`src/rtl/death_seq.sv`:
```
// Death / respawn sequencer: detects Pac-Man vs ghost collisions, runs the death
// animation, handshakes with the lives register and manages grace and game-over.
module death_seq #(
    parameter int unsigned DEATH_FRAMES = 60,
    parameter int unsigned GRACE_FRAMES = 30,
    parameter int unsigned HIT_DIST     = 8
) (
    input  logic            Clk,
    input  logic            Reset,
    input  logic            frame_tick,
    input  logic            start,
    input  logic [9:0]      pac_x,
    input  logic [9:0]      pac_y,
    input  logic [3:0][9:0] ghost_x,
    input  logic [3:0][9:0] ghost_y,
    input  logic [3:0]      frightened,
    input  logic            Reset_game,
    output logic            Restart,
    output logic            respawn,
    output logic            freeze,
    output logic            death_anim,
    output logic [5:0]      anim_frame,
    output logic            game_over,
    output logic [3:0]      ghost_eaten
);

    localparam int unsigned GraceW = (GRACE_FRAMES < 2) ? 1 : $clog2(GRACE_FRAMES + 1);

    typedef enum logic [2:0] {
        StPlay, StDying, StRestart, StWaitAck, StGrace, StGameOver
    } state_e;

    state_e            state_q, state_d;
    logic [5:0]        anim_q, anim_d;
    logic [GraceW-1:0] grace_q, grace_d;
    logic              wait_q, wait_d;
    logic              ack_q, ack_d;
    logic [3:0]        eat_q;

    logic              restart_d, respawn_d, freeze_d, death_anim_d, game_over_d;
    logic [3:0]        eaten_d;
    logic [3:0]        overlap, eat;
    logic              lethal;

    // 11-bit signed difference so coordinates near 0 and 1023 never wrap into overlap
    function automatic logic near(input logic [9:0] a, input logic [9:0] b);
        logic [10:0] d;
        d = {1'b0, a} - {1'b0, b};
        if (d[10]) d = -d;
        return d < 11'(HIT_DIST);
    endfunction

    always_comb begin
        overlap = '0;
        for (int i = 0; i < 4; i++) begin
            overlap[i] = near(pac_x, ghost_x[i]) && near(pac_y, ghost_y[i]);
        end
        eat    = overlap & frightened;
        lethal = |(overlap & ~frightened);
    end

    always_ff @(posedge Clk or negedge Reset) begin
        if (!Reset) begin
            state_q     <= StPlay;
            anim_q      <= '0;
            grace_q     <= '0;
            wait_q      <= 1'b0;
            ack_q       <= 1'b0;
            eat_q       <= '0;
            Restart     <= 1'b0;
            respawn     <= 1'b0;
            freeze      <= 1'b0;
            death_anim  <= 1'b0;
            game_over   <= 1'b0;
            ghost_eaten <= '0;
        end else begin
            state_q     <= state_d;
            anim_q      <= anim_d;
            grace_q     <= grace_d;
            wait_q      <= wait_d;
            ack_q       <= ack_d;
            eat_q       <= eat;
            Restart     <= restart_d;
            respawn     <= respawn_d;
            freeze      <= freeze_d;
            death_anim  <= death_anim_d;
            game_over   <= game_over_d;
            ghost_eaten <= eaten_d;
        end
    end

    assign anim_frame = anim_q;

    always_comb begin
        state_d = state_q;
        anim_d  = anim_q;
        grace_d = grace_q;
        wait_d  = wait_q;
        ack_d   = ack_q;
        unique case (state_q)
            StPlay: begin
                if (lethal) begin
                    state_d = StDying;
                    anim_d  = '0;
                end
            end
            StDying: begin
                if (frame_tick) begin
                    if (anim_q == 6'(DEATH_FRAMES - 1)) begin
                        state_d = StRestart;
                        anim_d  = '0;
                    end else begin
                        anim_d = anim_q + 6'd1;
                    end
                end
            end
            StRestart: begin
                state_d = StWaitAck;
                wait_d  = 1'b0;
                ack_d   = 1'b0;
            end
            // Reset_game may arrive in either WAIT_ACK cycle, so it is made sticky
            StWaitAck: begin
                wait_d = 1'b1;
                ack_d  = ack_q | Reset_game;
                if (wait_q) begin
                    state_d = (ack_q || Reset_game) ? StGameOver : StGrace;
                    grace_d = '0;
                end
            end
            StGrace: begin
                if (frame_tick) begin
                    if (grace_q == GraceW'(GRACE_FRAMES - 1)) begin
                        state_d = StPlay;
                        grace_d = '0;
                    end else begin
                        grace_d = grace_q + GraceW'(1);
                    end
                end
            end
            StGameOver: begin
                if (start) begin
                    state_d = StGrace;
                    grace_d = '0;
                end
            end
            default: state_d = StPlay;
        endcase
    end

    always_comb begin
        freeze_d     = (state_d == StDying) || (state_d == StRestart) ||
                       (state_d == StWaitAck) || (state_d == StGameOver);
        death_anim_d = (state_d == StDying);
        game_over_d  = (state_d == StGameOver);
        restart_d    = (state_d == StRestart);
        respawn_d    = (state_d == StGrace) && (state_q != StGrace);
        eaten_d      = '0;
        // A lethal hit in PLAY wins over any simultaneous eat
        if ((state_q == StPlay && !lethal) || state_q == StGrace) begin
            eaten_d = eat & ~eat_q;
        end
    end

endmodule

```
`config.mk`:
```
export PLATFORM = sky130hd
export DESIGN_NAME = death_seq
export DESIGN_NICKNAME = d
export VERILOG_FILES = /design/src/rtl/death_seq.sv
export SDC_FILE = /design/constraint.sdc
export NUM_CORES = 1
export LEC_CHECK = 0
export ABC_CLOCK_PERIOD_IN_PS = 2600
export BUFFER_PORTS_ARGS = -buffer_cell sky130_fd_sc_hd__buf_2
export CAP_MARGIN = 40
export CORE_ASPECT_RATIO = 1.5
export CORE_MARGIN = 4
export CORE_UTILIZATION = 59
export CTS_CLUSTER_DIAMETER = 150
export DETAILED_ROUTE_END_ITERATION = 6
export PLACE_DENSITY_LB_ADDON = 0.25
export RECOVER_POWER = 100
export SETUP_SLACK_MARGIN = 0.02
export SLEW_MARGIN = 10
export SYNTH_ARGS = -nofsm -noshare
export SYNTH_HDL_FRONTEND = slang
export SYNTH_SLANG_ARGS = --single-unit
```
`constraint.sdc`:
```
create_clock -name Clk -period 2.6 [get_ports Clk]
set_input_delay 0.39 -clock Clk [delete_from_list [all_inputs] [get_ports Clk]]
set_output_delay 0.39 -clock Clk [all_outputs]
set_load 0.01 [all_outputs]
```
==> results of run 1 <==
[layer usage]
metal / overflow / track usage, %
met5: 0 / 17.5
met4: 97 / 94.0
met3: 8 / 67.0
met2: 230 / 103
met1: 1 / 78.9
[synth_stat cells (6+ instances only)]
library cell  count
a211oi_1         14
a21o_1           25
a21oi_1          72
a31oi_1          12
and2_1           10
and3_1           23
and4_1            7
clkbuf_1         20
dfrtp_1          29
fa_1              8
ha_1             83
inv_1           114
mux2i_1           8
nand2_1          55
nand2b_1         12
nand3_1          25
nand3b_1          8
nand4_1          14
nor2_1           64
nor2b_1          14
nor3_1           32
nor3b_1           8
nor4_1           10
nor4b_1           7
o2111ai_1        10
o211ai_1         14
o21ai_0          51
o22ai_1           6
o31ai_1           7
or2_2             9
or3_1             7
or4_1             7
xnor2_1          24
xor2_1           24
[through the flow]
step,TNS (ns),cell area (sq um),hold slack [ns],std cells,setup WS [ns]
after floorplan,-10.60,6840,0.0944,923,-0.976
after global placement,-16.91,9530,0.385,1434,-1.21
after detailed placement,-18.96,9530,0.391,1434,-1.37
after CTS,-12.49,10100,0.155,1466,-0.967
[logic make-up after synthesis]
kind of cell / count (synthesis) / synth area share [%]
simple gates: 322 / 26.1
compound gates: 285 / 29.0
mux: 13 / 2.05
flops: 29 / 10.9
fa+ha+maj: 91 / 18.0
buf+inv: 135 / 7.61
xor+xnor: 48 / 6.32
[repair_timing]
| action | in CTS |
|---|---|
| pin swaps | 45 |
| buffers inserted | 29 |
| setup endpoints to repair | 17 |
| endpoints found under the hold margin | 0 |
| resized for setup | 59 |
==> impl_metrics.xml, run 1 <==
<?xml version="1.0" encoding="UTF-8"?>
<metrics>
  <group name="clocking">
    <metric name="htree_num_levels" unit="">2</metric>
    <metric name="cts.sinks" unit="">29</metric>
    <metric name="max-clock-path-buffers" unit="">2</metric>
    <metric name="cell_chosen_for_the_clock_root" unit="">clkbuf_16</metric>
    <metric name="holdBufCountCts" unit="">0</metric>
    <metric name="number_of_clock_buffers_inserted_by_tritoncts" unit="">5</metric>
  </group>
  <group name="yosys">
    <metric name="synth_top_cell_area_share" unit="%">15.6</metric>
    <metric name="synth.largest_area_cell" unit="">ha_1</metric>
    <metric name="synth.area.top_cells" unit="">ha_1, dfrtp_1, inv_1, a21oi_1, o21ai_0</metric>
    <metric name="synth.avg_cell_area" unit="sq um">7.21</metric>
    <metric name="synthArstFlopShare" unit="%">100</metric>
    <metric name="synth.net_count" unit="">1123</metric>
    <metric name="synthesis.yosys.warnings" unit="">0</metric>
    <metric name="seq_area_frac_synth" unit="%">10.9</metric>
    <metric name="post_synth_design_cell_area" unit="sq um">6660</metric>
    <metric name="synth-edff-count" unit="">0</metric>
    <metric name="synth.lib_cells_used.distinct" unit="">80</metric>
    <metric name="ys_ff_latch" unit="">29</metric>
    <metric name="synth_ff_type" unit="">dfrtp_1</metric>
    <metric name="synth_cells" unit="">923</metric>
  </group>
  <group name="grt">
    <metric name="maximum_number_of_pins_on_one_net_before_global_route_repair" unit="">30</metric>
    <metric name="globalRouteTotalUtil" unit="%">84.0</metric>
    <metric name="globalRouteOverflowTotal" unit="">336</metric>
  </group>
  <group name="die">
    <metric name="dieHeight" unit="um">138</metric>
    <metric name="design.portCount" unit="">124</metric>
    <metric name="num_rows" unit="">47</metric>
    <metric name="initial_utilization" unit="%">60.2</metric>
    <metric name="fp.dieW" unit="um">94.7</metric>
  </group>
  <group name="place">
    <metric name="dp.final_hpwl" unit="mm">19.7</metric>
    <metric name="gp_congestion" unit="">0.908</metric>
    <metric name="place.port_buffers" unit="">123</metric>
  </group>
  <group name="run_status">
    <metric name="run.stop_error" unit="">[ERROR GRT-0232] Routing congestion too high. Check the congestion heatmap in the GUI.</metric>
    <metric name="last-stage-reached" unit="">global routing (5_1_grt)</metric>
    <metric name="status" unit="">aborted with a tool error</metric>
  </group>
  <group name="timing">
    <metric name="worst_endpoint_kind" unit="">register input</metric>
    <metric name="last_worst_endpoint_in_the_global_route_repair_timing" unit="">anim_frame[3]$_DFFE_PN0P_/D</metric>
  </group>
</metrics>
==> run 2, diff against run 1 <==
--- a/config.mk
+++ b/config.mk
@@ -8,14 +8,11 @@
 export ABC_CLOCK_PERIOD_IN_PS = 2600
 export BUFFER_PORTS_ARGS = -buffer_cell sky130_fd_sc_hd__buf_2
 export CAP_MARGIN = 40
-export CORE_ASPECT_RATIO = 1.5
 export CORE_MARGIN = 4
-export CORE_UTILIZATION = 59
-export CTS_CLUSTER_DIAMETER = 150
+export CORE_UTILIZATION = 40
 export DETAILED_ROUTE_END_ITERATION = 6
-export PLACE_DENSITY_LB_ADDON = 0.25
+export PLACE_DENSITY_LB_ADDON = 0.15
 export RECOVER_POWER = 100
-export SETUP_SLACK_MARGIN = 0.02
 export SLEW_MARGIN = 10
 export SYNTH_ARGS = -nofsm -noshare
 export SYNTH_HDL_FRONTEND = slang
==> run 2 against run 1 <==
  * The flow now finishes, with violations (setup timing)
  * Synthesized area is the same
  * Synthesized cell count is the same
==> impl_metrics.xml, run 2 <==
<?xml version="1.0" encoding="UTF-8"?>
<metrics>
  <group name="run_status">
    <metric name="status" unit="">finished, violations left</metric>
    <metric name="violations" unit="">setup timing</metric>
  </group>
  <group name="critical_path">
    <metric name="worst_r2r_path_depth" unit="">6</metric>
    <metric name="critPathBufInv" unit="">3</metric>
    <metric name="cp_num_cells" unit="">15</metric>
    <metric name="critPathSlowestCell" unit="">or4b_1</metric>
    <metric name="crit_arrival" unit="ns">3.63</metric>
    <metric name="crit_path_launch_type" unit="">input pin</metric>
    <metric name="critPathRequiredTime" unit="ns">2.75</metric>
    <metric name="rr_endpoint" unit="">anim_frame[3]</metric>
    <metric name="worst-setup-path-type" unit="">input pin to flip-flop</metric>
    <metric name="maximum_fanout_count_along_the_critical_path" unit="">5</metric>
    <metric name="crit_path_max_incr_delay" unit="ns">0.47</metric>
    <metric name="r2r_start" unit="">state_q[0]</metric>
    <metric name="worstPathCellList" unit="">buf_12, inv_16, ha_4, inv_2, fa_2, a21o_1, a22o_1, or4b_1, o2111a_2, o32ai_2, a32oi_2, or4_4, o32a_4, a22o_4, a221o_1</metric>
    <metric name="critical_path.endpoint_type" unit="">flip-flop</metric>
    <metric name="rrSetupSlack" unit="ns">0.41</metric>
    <metric name="cell_type_group_with_the_largest_total_delay_on_the_critical_path" unit="">compound AO/OA/AOI/OAI gates</metric>
  </group>
  <group name="place">
    <metric name="place_worst_setup_slack" unit="ns">-1.28</metric>
    <metric name="dp.final_hpwl" unit="mm">18.1</metric>
    <metric name="place.port_buffers" unit="">123</metric>
    <metric name="numPlacedInstances" unit="">1520</metric>
    <metric name="postPlaceCellArea" unit="sq um">9740</metric>
    <metric name="gp_congestion" unit="">0.874</metric>
  </group>
  <group name="yosys">
    <metric name="synth-edff-count" unit="">0</metric>
    <metric name="seq_area_frac_synth" unit="%">10.9</metric>
    <metric name="synth.lib_cells_used.distinct" unit="">80</metric>
    <metric name="post_synth_design_cell_area" unit="sq um">6660</metric>
    <metric name="synth.avg_cell_area" unit="sq um">7.21</metric>
    <metric name="synthArstFlopShare" unit="%">100</metric>
    <metric name="synth_cells" unit="">923</metric>
    <metric name="synth_ff_type" unit="">dfrtp_1</metric>
    <metric name="post-synth-top-count-cell" unit="">inv_1</metric>
    <metric name="synth.largest_area_cell" unit="">ha_1</metric>
    <metric name="synth_top_cell_area_share" unit="%">15.6</metric>
    <metric name="synth.net_count" unit="">1123</metric>
    <metric name="synth.area.top_cells" unit="">ha_1, dfrtp_1, inv_1, a21oi_1, o21ai_0</metric>
    <metric name="synthesis.yosys.warnings" unit="">0</metric>
    <metric name="most_instantiated_cells_after_synthesis" unit="">inv_1, ha_1, a21oi_1, nor2_1, nand2_1</metric>
    <metric name="ys_ff_latch" unit="">29</metric>
  </group>
  <group name="power">
    <metric name="design_power_total" unit="mW">3.80</metric>
    <metric name="p_per_area" unit="nW/um^2">358</metric>
    <metric name="leakagePower" unit="nW">5.25</metric>
    <metric name="ir_worst_vdd" unit="uV">432</metric>
  </group>
  <group name="clocking">
    <metric name="cell_chosen_for_the_clock_root" unit="">clkbuf_16</metric>
    <metric name="tritoncts" unit="">built</metric>
    <metric name="cts.sinks" unit="">29</metric>
    <metric name="worstSkewPairLatency" unit="ns">0.27</metric>
    <metric name="htree_num_levels" unit="">2</metric>
    <metric name="number_of_clock_buffers_inserted_by_tritoncts" unit="">5</metric>
    <metric name="max-clock-path-buffers" unit="">2</metric>
    <metric name="cts.reportedPaths.clkPinSlew" unit="ns">0.05</metric>
  </group>
  <group name="timing">
    <metric name="worst-slew-pin-transition" unit="ns">1.49</metric>
    <metric name="layout_min_cycle_time" unit="ns">3.47</metric>
    <metric name="final_hold_viol_count" unit="">0</metric>
    <metric name="skew" unit="ns">0.00253</metric>
    <metric name="report.final.setup_viol" unit="">17</metric>
    <metric name="timing.setup.tns" unit="ns">-11.02</metric>
    <metric name="maxSlewViolCount" unit="">0</metric>
    <metric name="max_freq" unit="MHz">288</metric>
    <metric name="min_period_over_period" unit="%">134</metric>
    <metric name="worst_case_hold_slack" unit="ns">0.410</metric>
    <metric name="postLayoutSetupSlackWorst" unit="ns">-0.874</metric>
    <metric name="tightest_slew_margin_relative_to_the_limit" unit="%">0.952</metric>
    <metric name="setup_repair_after_global_routing_missed_its_margin" unit="">true</metric>
  </group>
  <group name="detailed_routing">
    <metric name="vias" unit="">8200</metric>
    <metric name="routedWlPerCell" unit="um">14.0</metric>
    <metric name="drt_first_iter_violations" unit="">237</metric>
    <metric name="drt-vias-per-instance" unit="">5.31</metric>
    <metric name="antenna_left" unit="">0</metric>
    <metric name="drt_pass1_iterations" unit="">4</metric>
    <metric name="wirelength" unit="mm">21.7</metric>
    <metric name="drt_drc_violations_left" unit="">0</metric>
  </group>
  <group name="grt">
    <metric name="first_global_vias" unit="">8021</metric>
    <metric name="globalRouteOverflowTotal" unit="">0</metric>
    <metric name="maximum_number_of_pins_on_one_net_before_global_route_repair" unit="">30</metric>
    <metric name="globalRouteTotalUtil" unit="%">22.5</metric>
    <metric name="antenna_found_initial" unit="">1</metric>
    <metric name="grt_first_pass_wirelength" unit="mm">35.7</metric>
  </group>
  <group name="cells_and_area">
    <metric name="finish.instance_area" unit="sq um">10600</metric>
    <metric name="num-nets-final" unit="">1527</metric>
    <metric name="final_cell_count_no_fill" unit="">1545</metric>
    <metric name="commonest_non_fill_non_tap_cell_in_the_layout" unit="">buf_4</metric>
    <metric name="final_cell_mix" unit="">buf_4, inv_1, buf_2</metric>
    <metric name="area_delta_synth_final" unit="%">59.8</metric>
    <metric name="largest_reg_flops" unit="">6</metric>
    <metric name="layout-drive-gt1-share" unit="%">41.6</metric>
    <metric name="finalCoreUtilization" unit="%">66.0</metric>
  </group>
  <group name="die">
    <metric name="num_rows" unit="">46</metric>
    <metric name="initial_utilization" unit="%">41.3</metric>
    <metric name="dieHeight" unit="um">137</metric>
    <metric name="design.portCount" unit="">124</metric>
    <metric name="core_area" unit="sq um">16100</metric>
    <metric name="fp.dieArea" unit="sq um">18800</metric>
    <metric name="fp.dieW" unit="um">137</metric>
  </group>
  <group name="flow_run">
    <metric name="max-cap-violations" unit="">0</metric>
  </group>
  <group name="worst_hold_path">
    <metric name="min_delay_path_depth" unit="">1</metric>
    <metric name="min_path_type" unit="">flip-flop to flip-flop</metric>
    <metric name="hold_start" unit="">eat_q[0]</metric>
    <metric name="holdPathEnd" unit="">ghost_eaten[0]</metric>
  </group>
</metrics>
-- run 2: final cells by class --
type,instances,area [sq um]
Multi-Input combinational cell,759,6140
Clock buffer,7,143
Sequential cell,29,726
Clock inverter,1,30.0
Timing Repair Buffer,418,2860
Tap cell,216,270
Inverter,114,460
Fill cell,1454,5480
Antenna cell,1,2.50
-- run 2: repair_timing --
action	in CTS	in global routing
resized for setup	80	52
endpoints found under the setup margin	17	17
pin swaps	61	42
setup buffers	12	6
hold buffers	0	0
-- run 2: cell families after synthesis --
family                     share of synthesized area [%]
and+or+nand+nor                                     26.1
AOI/OAI and AO/OA                                   29.0
buffers and inverters                               7.61
adders and majority gates                           18.0
xor gates and xnor gates                            6.32
DFF                                                 10.9
muxes                                               2.05
-- run 2: report_power, final --
part	switching, mW	internal [mW]
Clock	0.182	0.477
Combinational	1.28	1.33
Sequential	0.0398	0.492
-- run 2: worst max-delay path by stage --
stage                          to  slack, ns  startpoint
floorplan           anim_frame[3]      -0.98    pac_y[0]
global placement    anim_frame[3]      -1.24    pac_y[0]
detailed placement  anim_frame[3]      -1.28    pac_x[0]
CTS                 anim_frame[3]      -0.91    pac_y[0]
global route        anim_frame[3]      -0.98    pac_y[0]
finish              anim_frame[3]      -0.87    pac_y[0]
-- run 2: routing by layer --
layer	part of all wire [%]	track usage (%)	up-vias	routed length, um
met5	0	0	-	0
met4	0.91	3.33	0	197
met3	3.0	1.21	19	655
met2	49	40.8	124	10700
met1	47	30.0	3822	10100
li1	-	-	4235	-
Power figures use the tool's default switching activity.
==> run 3, diff against run 2 <==
--- a/config.mk
+++ b/config.mk
@@ -10,6 +10,7 @@
 export CAP_MARGIN = 40
 export CORE_MARGIN = 4
 export CORE_UTILIZATION = 40
+export CTS_BUF_LIST = sky130_fd_sc_hd__clkbuf_4 sky130_fd_sc_hd__clkbuf_8 sky130_fd_sc_hd__clkbuf_16
 export DETAILED_ROUTE_END_ITERATION = 6
 export PLACE_DENSITY_LB_ADDON = 0.15
 export RECOVER_POWER = 100
==> run 3 against run 2 <==
  * The run ends with capacitance limit, setup timing left
  * Highest routed layer unchanged
  * Critical path type unchanged
  * Routed wire length about the same
  * Global-route usage about the same
  * Via count down 0.15%
  * Non-clock buffer count unchanged
  * Register-to-register slack about the same
==> impl_metrics.xml, run 3 (synthesis gave the netlist of run 2 again) <==
<?xml version="1.0" encoding="UTF-8"?>
<metrics>
  <group name="run_status">
    <metric name="violations" unit="">capacitance limit, setup timing</metric>
    <metric name="status" unit="">finished, violations left</metric>
  </group>
  <group name="worst_hold_path">
    <metric name="min_path_type" unit="">flip-flop to flip-flop</metric>
  </group>
  <group name="die">
    <metric name="fp.dieArea" unit="sq um">18800</metric>
    <metric name="core_area" unit="sq um">16100</metric>
    <metric name="fp.dieW" unit="um">137</metric>
    <metric name="initial_utilization" unit="%">41.3</metric>
    <metric name="design.portCount" unit="">124</metric>
    <metric name="num_rows" unit="">46</metric>
    <metric name="dieHeight" unit="um">137</metric>
  </group>
  <group name="detailed_routing">
    <metric name="drt_drc_violations_left" unit="">0</metric>
    <metric name="routedWlPerCell" unit="um">14.0</metric>
    <metric name="wirelength" unit="mm">21.7</metric>
    <metric name="drt_first_iter_violations" unit="">255</metric>
    <metric name="drt-vias-per-instance" unit="">5.30</metric>
    <metric name="vias" unit="">8188</metric>
    <metric name="drt_pass1_iterations" unit="">4</metric>
    <metric name="antenna_left" unit="">0</metric>
  </group>
  <group name="timing">
    <metric name="worst_case_hold_slack" unit="ns">0.411</metric>
    <metric name="setup_repair_after_global_routing_missed_its_margin" unit="">true</metric>
    <metric name="maxSlewViolCount" unit="">0</metric>
    <metric name="report.final.setup_viol" unit="">17</metric>
    <metric name="worst-slew-pin-transition" unit="ns">1.49</metric>
    <metric name="max_freq" unit="MHz">288</metric>
    <metric name="layout_min_cycle_time" unit="ns">3.47</metric>
    <metric name="timing.setup.tns" unit="ns">-11.01</metric>
    <metric name="min_period_over_period" unit="%">134</metric>
    <metric name="skew" unit="ns">0.00346</metric>
    <metric name="tightest_slew_margin_relative_to_the_limit" unit="%">0.830</metric>
    <metric name="postLayoutSetupSlackWorst" unit="ns">-0.874</metric>
    <metric name="final_hold_viol_count" unit="">0</metric>
  </group>
  <group name="clocking">
    <metric name="number_of_clock_buffers_inserted_by_tritoncts" unit="">5</metric>
    <metric name="htree_num_levels" unit="">2</metric>
    <metric name="cell_chosen_for_the_clock_root" unit="">clkbuf_16</metric>
    <metric name="holdBufCountCts" unit="">0</metric>
    <metric name="cts.sinks" unit="">29</metric>
    <metric name="tritoncts" unit="">built</metric>
    <metric name="max-clock-path-buffers" unit="">2</metric>
    <metric name="cts.reportedPaths.clkPinSlew" unit="ns">0.05</metric>
    <metric name="worstSkewPairLatency" unit="ns">0.27</metric>
  </group>
  <group name="grt">
    <metric name="grt_first_pass_wirelength" unit="mm">35.7</metric>
    <metric name="antenna_found_initial" unit="">1</metric>
    <metric name="globalRouteOverflowTotal" unit="">0</metric>
    <metric name="first_global_vias" unit="">8020</metric>
    <metric name="maximum_number_of_pins_on_one_net_before_global_route_repair" unit="">30</metric>
    <metric name="globalRouteTotalUtil" unit="%">22.5</metric>
  </group>
  <group name="power">
    <metric name="ir_worst_vdd" unit="uV">432</metric>
    <metric name="leakagePower" unit="nW">5.25</metric>
    <metric name="p_per_area" unit="nW/um^2">359</metric>
    <metric name="design_power_total" unit="mW">3.82</metric>
  </group>
  <group name="critical_path">
    <metric name="crit_path_launch_type" unit="">input pin</metric>
    <metric name="worst-setup-path-type" unit="">input pin to flip-flop</metric>
    <metric name="maximum_fanout_count_along_the_critical_path" unit="">5</metric>
    <metric name="crit_path_max_incr_delay" unit="ns">0.47</metric>
    <metric name="critPathSlowestCell" unit="">or4b_1</metric>
    <metric name="crit_arrival" unit="ns">3.63</metric>
    <metric name="critical_path.endpoint_type" unit="">flip-flop</metric>
    <metric name="critPathRequiredTime" unit="ns">2.75</metric>
    <metric name="worstPathCellList" unit="">buf_12, inv_16, ha_4, inv_2, fa_2, a21o_1, a22o_1, or4b_1, o2111a_2, o32ai_2, a32oi_2, or4_4, o32a_4, a22o_4, a221o_1</metric>
  </group>
  <group name="place">
    <metric name="place_worst_setup_slack" unit="ns">-1.28</metric>
    <metric name="dp.final_hpwl" unit="mm">18.1</metric>
    <metric name="gp_congestion" unit="">0.874</metric>
    <metric name="place.port_buffers" unit="">123</metric>
  </group>
  <group name="cells_and_area">
    <metric name="fillerInstances" unit="">1456</metric>
    <metric name="largest_reg_flops" unit="">6</metric>
    <metric name="commonest_non_fill_non_tap_cell_in_the_layout" unit="">buf_4</metric>
    <metric name="final_cell_mix" unit="">buf_4, inv_1, buf_2</metric>
    <metric name="layout-drive-gt1-share" unit="%">41.6</metric>
    <metric name="num-nets-final" unit="">1527</metric>
    <metric name="area_delta_synth_final" unit="%">59.9</metric>
  </group>
  <group name="flow_run">
    <metric name="max-cap-violations" unit="">1</metric>
  </group>
</metrics>
==> run 3: worst max-delay path: cells and delay by family <==
kind                       cells  cell delay, ns
and+or+nand+nor                2            0.90
adders and majority gates      2            0.47
buffers and inverters          3            0.19
AOI/OAI and AO/OA              8            1.68
==> run 3: where the power goes <==
group | switching, mW | internal [mW] | total [mW]
registers | 0.0398 | 0.492 | 0.532
clock network | 0.183 | 0.487 | 0.670
logic | 1.28 | 1.33 | 2.61
total | 1.50 | 2.31 | 3.82
==> run 3: worst paths after layout <==
kind | startpoint | end | depth (start not counted) | slack, ns
worst max-delay path | pac_y[0] | anim_frame[3] | 15 | -0.87
worst min-delay path | eat_q[0] | ghost_eaten[0] | 1 | 0.41
worst max register to register | state_q[0] | anim_frame[3] | 6 | 0.40
worst min register to register | eat_q[0] | ghost_eaten[0] | 1 | 0.41
max in group asynchronous | Reset | death_anim | 1 | 1.26
min in group asynchronous | Reset | grace_q[2] | 1 | 0.47
==> run 3: layout make-up <==
class / instances / area [sq um] / share of cell area, %
timing repair buffer: 418 / 2860 / 26.9
clock buffer: 7 / 146 / 1.38
multi-input combinational: 759 / 6140 / 57.7
antenna: 1 / 2.50 / 0.0235
inverter: 114 / 460 / 4.33
sequential: 29 / 726 / 6.82
tap: 216 / 270 / 2.54
clock inverter: 1 / 30.0 / 0.282
==> run 3: stage by stage <==
stage | area (sq um) | util (%) | std cells
after detailed placement | 9740 | 60.4 | 1520
after CTS | 10400 | 64.3 | 1539
after floorplan | 6840 | - | 923
final | 10600 | 66.0 | 1545
after global placement | 9740 | 60.4 | 1520
after global routing | 10600 | 66.0 | 1545
==> run 3: timing repair <==
action | in CTS | in global routing
gates resized for setup | 80 | 52
pin swaps | 61 | 42
buffers inserted | 12 | 6
endpoints found under the setup margin | 17 | 17
gates cloned | 0 | 0
==> run 3: layer usage <==
metal | share of wire [%] | global-route usage [%] | vias to the layer above
met5 | 0 | 0 | -
met4 | 0.82 | 3.33 | 0
met3 | 3.0 | 1.21 | 17
met2 | 50 | 40.8 | 119
met1 | 47 | 30.1 | 3819
li1 | - | - | 4233
